===== src/rtl/stopwatch_ctrl_if.sv =====
// Control/status bundle between the stopwatch mode sequencer and its
// surroundings: debounced buttons and datapath flags in, counter commands out.
interface stopwatch_ctrl_if #(
    parameter int TW = 23
);
    logic          ms_tick;
    logic          startstop;
    logic          prog;
    logic          increment;
    logic          min;
    logic          up;
    logic          clear;
    logic          t_at_zero;
    logic          t_at_max;

    logic          cnt_en;
    logic          cnt_up;
    logic          cnt_load;
    logic [TW-1:0] load_val;
    logic [TW-1:0] preset;
    logic          alarm;
    logic          blinker;
    logic [2:0]    state;

    modport master (
        output ms_tick, startstop, prog, increment, min, up, clear,
        output t_at_zero, t_at_max,
        input  cnt_en, cnt_up, cnt_load, load_val, preset,
        input  alarm, blinker, state
    );

    modport slave (
        input  ms_tick, startstop, prog, increment, min, up, clear,
        input  t_at_zero, t_at_max,
        output cnt_en, cnt_up, cnt_load, load_val, preset,
        output alarm, blinker, state
    );
endinterface


===== src/rtl/stopwatch_ctrl.sv =====
// Stopwatch mode sequencer: turns button levels into counter commands,
// owns the countdown preset, and raises alarm/blinker.
module stopwatch_ctrl #(
    parameter int TW            = 23,
    parameter int MAX_PRESET_MS = 5999000,
    parameter int SEC_STEP_MS   = 1000,
    parameter int MIN_STEP_MS   = 60000,
    parameter int BLINK_MS      = 250
) (
    input  logic             clock,
    input  logic             reset,
    stopwatch_ctrl_if.slave  sw
);

    typedef enum logic [2:0] {
        IDLE    = 3'd0,
        RUN     = 3'd1,
        PAUSE   = 3'd2,
        PROG    = 3'd3,
        EXPIRED = 3'd4
    } state_e;

    localparam int BW = (BLINK_MS > 1) ? $clog2(BLINK_MS) : 1;

    localparam logic [TW:0]   SEC_STEP = (TW+1)'(SEC_STEP_MS);
    localparam logic [TW:0]   MIN_STEP = (TW+1)'(MIN_STEP_MS);
    localparam logic [TW:0]   MAX_PRE  = (TW+1)'(MAX_PRESET_MS);
    localparam logic [BW-1:0] BLK_LAST = BW'(BLINK_MS - 1);

    state_e        state_q, state_d;
    logic [TW-1:0] preset_q, preset_d;
    logic          ss_q, inc_q;
    logic [BW-1:0] blink_cnt_q, blink_cnt_d;
    logic          blinker_q, blinker_d;
    logic          alarm_q, alarm_d;

    logic          ss_edge;
    logic          inc_edge;
    logic [TW:0]   step;
    logic [TW:0]   sum;
    logic          blink_on;

    assign ss_edge  = sw.startstop & ~ss_q;
    assign inc_edge = sw.increment & ~inc_q;

    // One extra bit so the overflow test sees the true sum
    assign step = sw.min ? MIN_STEP : SEC_STEP;
    assign sum  = {1'b0, preset_q} + step;

    always_comb begin
        state_d = state_q;
        unique case (state_q)
            IDLE: begin
                if (sw.prog)
                    state_d = PROG;
                else if (ss_edge)
                    state_d = RUN;
            end
            PROG: begin
                if (!sw.prog)
                    state_d = IDLE;
            end
            RUN: begin
                if (sw.clear)
                    state_d = IDLE;
                else if (ss_edge)
                    state_d = PAUSE;
                else if (!sw.up && sw.t_at_zero)
                    state_d = EXPIRED;
                else if (sw.up && sw.t_at_max)
                    state_d = PAUSE;
            end
            PAUSE: begin
                if (sw.clear)
                    state_d = IDLE;
                else if (ss_edge)
                    state_d = RUN;
            end
            EXPIRED: begin
                if (sw.clear || ss_edge)
                    state_d = IDLE;
            end
            default: state_d = IDLE;
        endcase
    end

    always_comb begin
        preset_d = preset_q;
        if (state_q == PROG && inc_edge) begin
            if (sum > MAX_PRE)
                preset_d = '0;
            else
                preset_d = sum[TW-1:0];
        end
    end

    // Blink phase restarts on every entry into PROG or EXPIRED
    assign blink_on = (state_d == PROG) || (state_d == EXPIRED);

    always_comb begin
        blink_cnt_d = blink_cnt_q;
        blinker_d   = blinker_q;
        if (!blink_on || state_d != state_q) begin
            blink_cnt_d = '0;
            blinker_d   = 1'b0;
        end else if (sw.ms_tick) begin
            if (blink_cnt_q == BLK_LAST) begin
                blink_cnt_d = '0;
                blinker_d   = ~blinker_q;
            end else begin
                blink_cnt_d = blink_cnt_q + 1'b1;
            end
        end
    end

    assign alarm_d = (state_d == EXPIRED);

    always_ff @(posedge clock) begin
        if (reset) begin
            state_q     <= IDLE;
            preset_q    <= '0;
            ss_q        <= 1'b0;
            inc_q       <= 1'b0;
            blink_cnt_q <= '0;
            blinker_q   <= 1'b0;
            alarm_q     <= 1'b0;
        end else begin
            state_q     <= state_d;
            preset_q    <= preset_d;
            ss_q        <= sw.startstop;
            inc_q       <= sw.increment;
            blink_cnt_q <= blink_cnt_d;
            blinker_q   <= blinker_d;
            alarm_q     <= alarm_d;
        end
    end

    assign sw.cnt_en   = sw.ms_tick & (state_q == RUN);
    assign sw.cnt_up   = sw.up;
    assign sw.cnt_load = (state_q == IDLE) || (state_q == PROG);
    assign sw.load_val = sw.up ? '0 : preset_q;
    assign sw.preset   = preset_q;
    assign sw.alarm    = alarm_q;
    assign sw.blinker  = blinker_q;
    assign sw.state    = state_q;

endmodule


===== src/flat_wrapper.sv =====
// flat-port wrapper written by rule: the top's interface ports become plain ports
module stopwatch_ctrl_flat 
#(
    parameter int TW            = 23,
    parameter int MAX_PRESET_MS = 5999000,
    parameter int SEC_STEP_MS   = 1000,
    parameter int MIN_STEP_MS   = 60000,
    parameter int BLINK_MS      = 250
)
  (clock, reset, sw_ms_tick, sw_startstop, sw_prog, sw_increment, sw_min, sw_up, sw_clear, sw_t_at_zero, sw_t_at_max, sw_cnt_en, sw_cnt_up, sw_cnt_load, sw_load_val, sw_preset, sw_alarm, sw_blinker, sw_state);
  stopwatch_ctrl_if #(.TW(TW)) sw_i ();
  input  logic clock;
  input  logic reset;
  input wire logic [$bits(sw_i.ms_tick)-1:0] sw_ms_tick;
  input wire logic [$bits(sw_i.startstop)-1:0] sw_startstop;
  input wire logic [$bits(sw_i.prog)-1:0] sw_prog;
  input wire logic [$bits(sw_i.increment)-1:0] sw_increment;
  input wire logic [$bits(sw_i.min)-1:0] sw_min;
  input wire logic [$bits(sw_i.up)-1:0] sw_up;
  input wire logic [$bits(sw_i.clear)-1:0] sw_clear;
  input wire logic [$bits(sw_i.t_at_zero)-1:0] sw_t_at_zero;
  input wire logic [$bits(sw_i.t_at_max)-1:0] sw_t_at_max;
  output wire logic [$bits(sw_i.cnt_en)-1:0] sw_cnt_en;
  output wire logic [$bits(sw_i.cnt_up)-1:0] sw_cnt_up;
  output wire logic [$bits(sw_i.cnt_load)-1:0] sw_cnt_load;
  output wire logic [$bits(sw_i.load_val)-1:0] sw_load_val;
  output wire logic [$bits(sw_i.preset)-1:0] sw_preset;
  output wire logic [$bits(sw_i.alarm)-1:0] sw_alarm;
  output wire logic [$bits(sw_i.blinker)-1:0] sw_blinker;
  output wire logic [$bits(sw_i.state)-1:0] sw_state;
  assign sw_i.ms_tick = sw_ms_tick;
  assign sw_i.startstop = sw_startstop;
  assign sw_i.prog = sw_prog;
  assign sw_i.increment = sw_increment;
  assign sw_i.min = sw_min;
  assign sw_i.up = sw_up;
  assign sw_i.clear = sw_clear;
  assign sw_i.t_at_zero = sw_t_at_zero;
  assign sw_i.t_at_max = sw_t_at_max;
  assign sw_cnt_en = sw_i.cnt_en;
  assign sw_cnt_up = sw_i.cnt_up;
  assign sw_cnt_load = sw_i.cnt_load;
  assign sw_load_val = sw_i.load_val;
  assign sw_preset = sw_i.preset;
  assign sw_alarm = sw_i.alarm;
  assign sw_blinker = sw_i.blinker;
  assign sw_state = sw_i.state;
  stopwatch_ctrl #(.TW(TW), .MAX_PRESET_MS(MAX_PRESET_MS), .SEC_STEP_MS(SEC_STEP_MS), .MIN_STEP_MS(MIN_STEP_MS), .BLINK_MS(BLINK_MS)) u_core (.clock(clock), .reset(reset), .sw(sw_i));
endmodule

===== config.mk =====
export PLATFORM = sky130hd
export DESIGN_NAME = stopwatch_ctrl_flat
export DESIGN_NICKNAME = d
export VERILOG_FILES = /design/src/rtl/stopwatch_ctrl_if.sv /design/src/rtl/stopwatch_ctrl.sv /design/src/flat_wrapper.sv
export SDC_FILE = /design/constraint.sdc
export NUM_CORES = 1
export LEC_CHECK = 0
export ABC_AREA = 1
export CORE_ASPECT_RATIO = 0.75
export CORE_MARGIN = 2
export CORE_UTILIZATION = 56
export DETAILED_ROUTE_END_ITERATION = 10
export GPL_TIMING_DRIVEN = 0
export PLACE_DENSITY_LB_ADDON = 0.15
export SKIP_LAST_GASP = 1
export SYNTH_ARGS = -nofsm -noshare
export SYNTH_HDL_FRONTEND = slang
export SYNTH_SLANG_ARGS = --single-unit

===== constraint.sdc =====
create_clock -name clock -period 3.2 [get_ports clock]
set_input_delay 0.48 -clock clock [delete_from_list [all_inputs] [get_ports clock]]
set_output_delay 0.48 -clock clock [all_outputs]
set_load 0.02 [all_outputs]

==> flow_summary.json, run 1 <==
{
  "status": "complete, no violations",
  "holdPathStages": 2,
  "fillers": 458,
  "skew_ps": 9.268,
  "drtIter0Drc": 170,
  "num_rows": 23,
  "clk_pin_slew_ps": 80,
  "hold_path_end": "u_core.sw.preset[7]",
  "layout-drive-gt1-share": 0.1856,
  "synth-main-ff-cell": "dfxtp_1",
  "drt_wl_total_um": 8512,
  "startpoint_type": "input port",
  "slew_viol_final": 0,
  "rsz0062_at_grt": "no",
  "fin_tns_setup_ps": 0,
  "port_buffers": 57,
  "grt_pass1_wl_um": 13340,
  "finalSetupViolCount": 0,
  "arrival_ps": 2200,
  "top_usage_layer": "met1",
  "area_delta_synth_final_pct": 26.07,
  "viasPerCell": 5.176,
  "place_congestion": 0.9717,
  "asyncSetResetFlopFracSynth": 0,
  "netlist_instances": 485,
  "fmax_ghz": 0.3728,
  "cts_max_level": 2,
  "ff2ff_path_depth": 16,
  "grt_max_degree": 14,
  "hp-class": "register to register",
  "leakage_uw": 0.001657,
  "finalNetCount": 575,
  "worstMarginPinSlew_ps": 819.6,
  "start_util": 0.5779,
  "relSlewSlack": 0.4530,
  "grt_pass1_vias": 2861,
  "crit_fanout": 10,
  "critPathLaunch": "sw_up",
  "coreArea_um2": 5324,
  "final_antenna_net_count": 0,
  "io_pins": 65,
  "num_vias": 3261,
  "cts-root-buf": "clkbuf_8",
  "die_h_um": 68.19,
  "drt_pre_antenna_iters": 5,
  "finalCritPeriodShare": 0.8383,
  "period_needed_ps": 2683,
  "die_w_um": 89.59,
  "met3_usage": 0.08082,
  "grt_usage": 0.2874,
  "clock_path_buffers": 2,
  "route.detailed.drc": 0,
  "fin_util": 0.7286,
  "num_antenna_cells": 0,
  "p_per_area_nw_per_um2": 273.0,
  "worstSkewPairLatency_ps": 300,
  "synth_edf_count": 0,
  "die_area_um2": 6109,
  "antenna_found_initial": 0,
  "r2r_end": "u_core.sw.preset[15]",
  "tritoncts": "built",
  "avgRoutedWirePerCell_um": 13.51,
  "synth_cell_types": 35,
  "hold_violations": 0,
  "min-delay-start": "u_core.sw.preset[7]",
  "worst-setup-path-type": "input port to primary output",
  "ir_drop_v": 0.0003259,
  "required_ps": 2720,
  "overflow": 0,
  "synth_area_um2": 3077,
  "cts.sinks": 35,
  "end_kind": "primary output",
  "regToRegSetupSlack_ps": 640,
  "grt_use_met1": 0.4215,
  "ys.warnings.count": 0,
  "synth_seq_area_share": 0.2277,
  "ys_seq_elements": 35,
  "avgSynthCellArea_um2": 6.344,
  "cts-buffers-inserted": 5,
  "r2r-start": "u_core.sw.preset[14]",
  "maxCapViolations": 0,
  "met2_usage": 0.4108,
  "hpwl_um": 6709
}
## sequential cells by signal (all words and copies together) (netlist names)
name,flops
u_core.sw.preset,20
u_core.blink_cnt_q,8
u_core.sw.state,3
u_core.inc_q,1
u_core.ss_q,1
u_core.sw.alarm,1
u_core.sw.blinker,1
## per-stage QoR
stage | total power [uW] | hold slack, ps | instances | cell area [um2] | worst slack [ps]
floorplan | 582.7 | 512.4 | 490 | 3095 | 901.5
global placement | 641.4 | 502.1 | 622 | 3760 | -39.54
detailed placement | 645.5 | 508.4 | 622 | 3760 | -108.3
CTS | 1063 | 520.8 | 630 | 3876 | 180.7
global route | 1104 | 541.9 | 630 | 3879 | 316.1
finish | 1059 | 526.5 | 630 | 3879 | 517.4
## synthesized netlist by cell type (2+ instances only)
cell type	n	area share
nand4_1	12	0.024
and2_1	4	0.0081
ha_1	10	0.041
dfxtp_1	35	0.23
clkbuf_1	9	0.011
xor2_1	10	0.028
nand3_2	22	0.072
nor2_2	6	0.012
inv_1	69	0.084
nor4_1	2	0.0041
inv_2	5	0.0061
nand2_4	2	0.0073
o21ai_1	2	0.0033
or2_2	3	0.0061
o21bai_1	2	0.0049
nand3_1	20	0.033
a21oi_1	7	0.011
nor2_4	2	0.0073
nand2_2	17	0.035
nand2_1	112	0.14
nor2_1	72	0.088
buf_6	5	0.018
nor3_1	14	0.023
o21ai_0	6	0.0098
buf_4	8	0.020
a21oi_2	20	0.057
## layout make-up
type,instances,area (um2),share of cell area
Multi-Input combinational cell,358,1962,0.5058
Sequential cell,35,700.7,0.1806
Timing Repair Buffer,57,573.1,0.1477
Inverter,75,282.8,0.07290
Buffer,22,150.1,0.03871
Tap cell,75,93.84,0.02419
Clock buffer,5,68.82,0.01774
Clock inverter,3,47.55,0.01226
## timing repair
action / in CTS / in global routing
hold buffers: 0 / 0
buffers inserted: 0 / 0
endpoints found under the hold margin: 0 / 0
gates resized for setup: 0 / 2
endpoints found under the setup margin: 0 / 20
## cell usage in the layout, fill, tap and decap left out, types with 7 or more instances in the layout
cell             count
buf_4                8
ha_1                10
dfxtp_1             35
clkdlybuf4s50_1     56
xor2_1              10
nor3_1              14
a21oi_1              7
nor2_1              72
nand2_2             17
nand4_1             12
nand3_2             22
inv_1               68
a21oi_2             20
clkbuf_1             9
nand3_1             20
nand2_1            112
## critical path, cell delays in order
cell and delay, ps:
clkdlybuf4s50_1 590, clkbuf_1 460, nor2_1 110, clkdlybuf4s50_1 560
## power breakdown
group          total, uW  leakage, uW  internal (uW)  switching [uW]
sequential           453     0.000283            443            10.1
combinational        186      0.00131           72.1             114
clock                420    0.0000587            236             184
## cells by family after synthesis
group                    share of synthesized area
adder cells (fa/ha/maj)                    0.04067
XOR/XNOR                                   0.02847
other                                     0.001219
flip-flops                                  0.2277
AND/OR/NAND/NOR                             0.4579
buffers and inverters                       0.1407
AO/OA/AOI/OAI                               0.1033
## routing by layer
metal,part of all wire,routed length (um)
met1,0.49,4207
met2,0.42,3542
met3,0.077,658
met4,0.012,104
met5,0,0
## worst max path at each step
stage | end | slack, ps | cells past startpoint
after floorplan | u_core.sw.preset[20] | 900 | 19
after global placement | u_core.sw.preset[5] | -40 | 20
after detailed placement | u_core.sw.preset[15] | -110 | 21
after CTS | u_core.sw.preset[15] | 180 | 21
after global routing | u_core.sw.preset[4] | 320 | 20
final | sw_load_val[5] | 520 | 4
No activity file was read; power rests on OpenSTA's default activity.
==> run 2, diff against run 1 <==
CORE_UTILIZATION = 47   (was 56)
clock period = 2.3 ns   (was 3.2 ns; I/O delays follow)
==> run 2 against run 1 <==
The flow now finishes with violations (negative setup slack). First-iteration DRC count rose by 50%. Worst setup slack got worse by 550 ps. Power rose by 42%. Final cell count rose by 2.9%. Critical path type is now register to register.
==> flow_summary.json, run 2 (synthesis gave the netlist of run 1 again) <==
{
  "arrival_ps": 2500,
  "cts-root-buf": "clkbuf_8",
  "period_needed_ps": 2336,
  "overflow": 0,
  "die_h_um": 74.07,
  "cts_max_level": 2,
  "num_antenna_cells": 0,
  "dr_wl_met2_um": 3916,
  "largest_reg_flops": 20,
  "die_area_um2": 7216,
  "wl_met3_um": 797,
  "fmax_ghz": 0.4281,
  "ir_drop_v": 0.0002335,
  "status": "finished, violations left",
  "grt_pass1_vias": 2965,
  "grt_max_degree": 13,
  "grt_pass1_wl_um": 14140,
  "leakage_uw": 0.001802,
  "coreArea_um2": 6319,
  "cts.sinks": 35,
  "port_buffers": 57,
  "end_kind": "register",
  "seq_power_share": 0.415,
  "power_uw": 1505,
  "maxCapViolations": 0,
  "area_delta_synth_final_pct": 38.88,
  "num_rows": 25,
  "worstMarginPinSlew_ps": 834.9,
  "clock_path_buffers": 2,
  "start_util": 0.4869,
  "die_w_um": 97.43,
  "drt_pre_antenna_iters": 5,
  "p_comb_frac": 0.196,
  "route.detailed.drc": 0,
  "startpoint_type": "register",
  "final_antenna_net_count": 0,
  "skew_ps": 12.50,
  "final_common_cell": "nand2_1",
  "rsz0062_at_grt": "yes",
  "setup_ws_ps": -35.99,
  "p_sw_uw": 449.4,
  "intPower_uw": 1056,
  "hold_violations": 0,
  "worst-setup-path-type": "register to register",
  "violations": "negative setup slack",
  "fin_area_um2": 4273,
  "hold_buffers": 0,
  "netSwitchingFraction": 0.2986,
  "place_ws_ps": -914.9,
  "antenna_found_initial": 0,
  "p_per_area_nw_per_um2": 352.2,
  "slew_viol_final": 0,
  "drt_wl_total_um": 9078,
  "io_pins": 65,
  "cts-buffers-inserted": 5,
  "relSlewSlack": 0.4434,
  "avgRoutedWirePerCell_um": 14.01,
  "finalCritPeriodShare": 1.016,
  "worstSkewPairLatency_ps": 300,
  "hp-class": "input port to register",
  "dpl-instance-area_um2": 3767,
  "viasPerCell": 5.194,
  "crit_fanout": 5,
  "drtIter0Drc": 255,
  "fin_util": 0.6762,
  "clkPwrFrac": 0.389,
  "hpwl_um": 6397,
  "clk_pin_slew_ps": 90,
  "place_congestion": 0.9281,
  "tritoncts": "built",
  "grt_usage": 0.2450,
  "layout-drive-gt1-share": 0.3034,
  "finalNetCount": 587,
  "final_cell_mix": "nand2_1, inv_1, nor2_1",
  "required_ps": 2460,
  "top_layer_used": "met4",
  "met1Wirelength_um": 4220,
  "finalSetupViolCount": 18,
  "num_vias": 3366
}
-- run 2: worst max-delay path, cell delays in order, from the launching register on --
cell	delay [ps]
dfxtp_4	370
ha_4	300
nand2_2	80
nand2_2	100
inv_1	60
nand2_2	110
nand4_1	180
nand2_2	130
nand2_1	60
nand2_1	80
nand2_1	70
nor2_2	110
nand2_1	80
nor2_2	120
nor2_4	70
buf_6	140
nand3_2	70
a21oi_2	60
-- run 2: worst paths after layout --
check	startpoint	endpoint	slack, ps	cells past startpoint
worst min register to register	u_core.sw.preset[21]	u_core.sw.preset[21]	520	2
worst max register to register	u_core.sw.preset[8]	u_core.sw.preset[9]	-40	17
worst max-delay path	u_core.sw.preset[8]	u_core.sw.preset[9]	-40	17
worst min-delay path	reset	u_core.sw.preset[17]	470	2
-- run 2: power groups by stage --
stage | Sequential, uW | Clock [uW] | Combinational (uW)
global placement | 642 | 0 | 251
detailed placement | 643 | 0 | 254
CTS | 628 | 599 | 275
floorplan | 650 | 0 | 161
finish | 624 | 586 | 295
global route | 626 | 620 | 322
-- run 2: area by class of cell --
type | instances | area (um2)
clock buffer | 5 | 68.82
sequential | 35 | 721.9
multi-input combinational | 358 | 2227
tap | 81 | 101.3
clock inverter | 3 | 43.79
buffer | 22 | 152.6
fill | 552 | 2046
timing repair buffer | 69 | 670.6
inverter | 75 | 286.5
-- run 2: through the flow --
step | setup TNS, ps | std cells | hold slack [ps]
2_1_floorplan | 0 | 490 | 465.5
3_3_place_gp | -19350 | 628 | 502.0
3_5_place_dp | -20810 | 628 | 501.4
4_1_cts | -8.290 | 643 | 458.5
5_1_grt | -1900 | 648 | 502.4
6_report | -278.4 | 648 | 465.9
-- run 2: repair_timing --
| action | CTS | global route |
|---|---|---|
| gates cloned | 2 | 0 |
| setup buffers | 5 | 5 |
| setup endpoints to repair | 40 | 35 |
| gates resized for setup | 37 | 53 |
| pin swaps | 12 | 26 |
-- run 2: layer usage --
layer / up-vias / global-route usage
met5: - / 0
met4: 0 / 0.06790
met3: 16 / 0.05827
met2: 145 / 0.3862
met1: 1537 / 0.3406
li1: 1668 / -
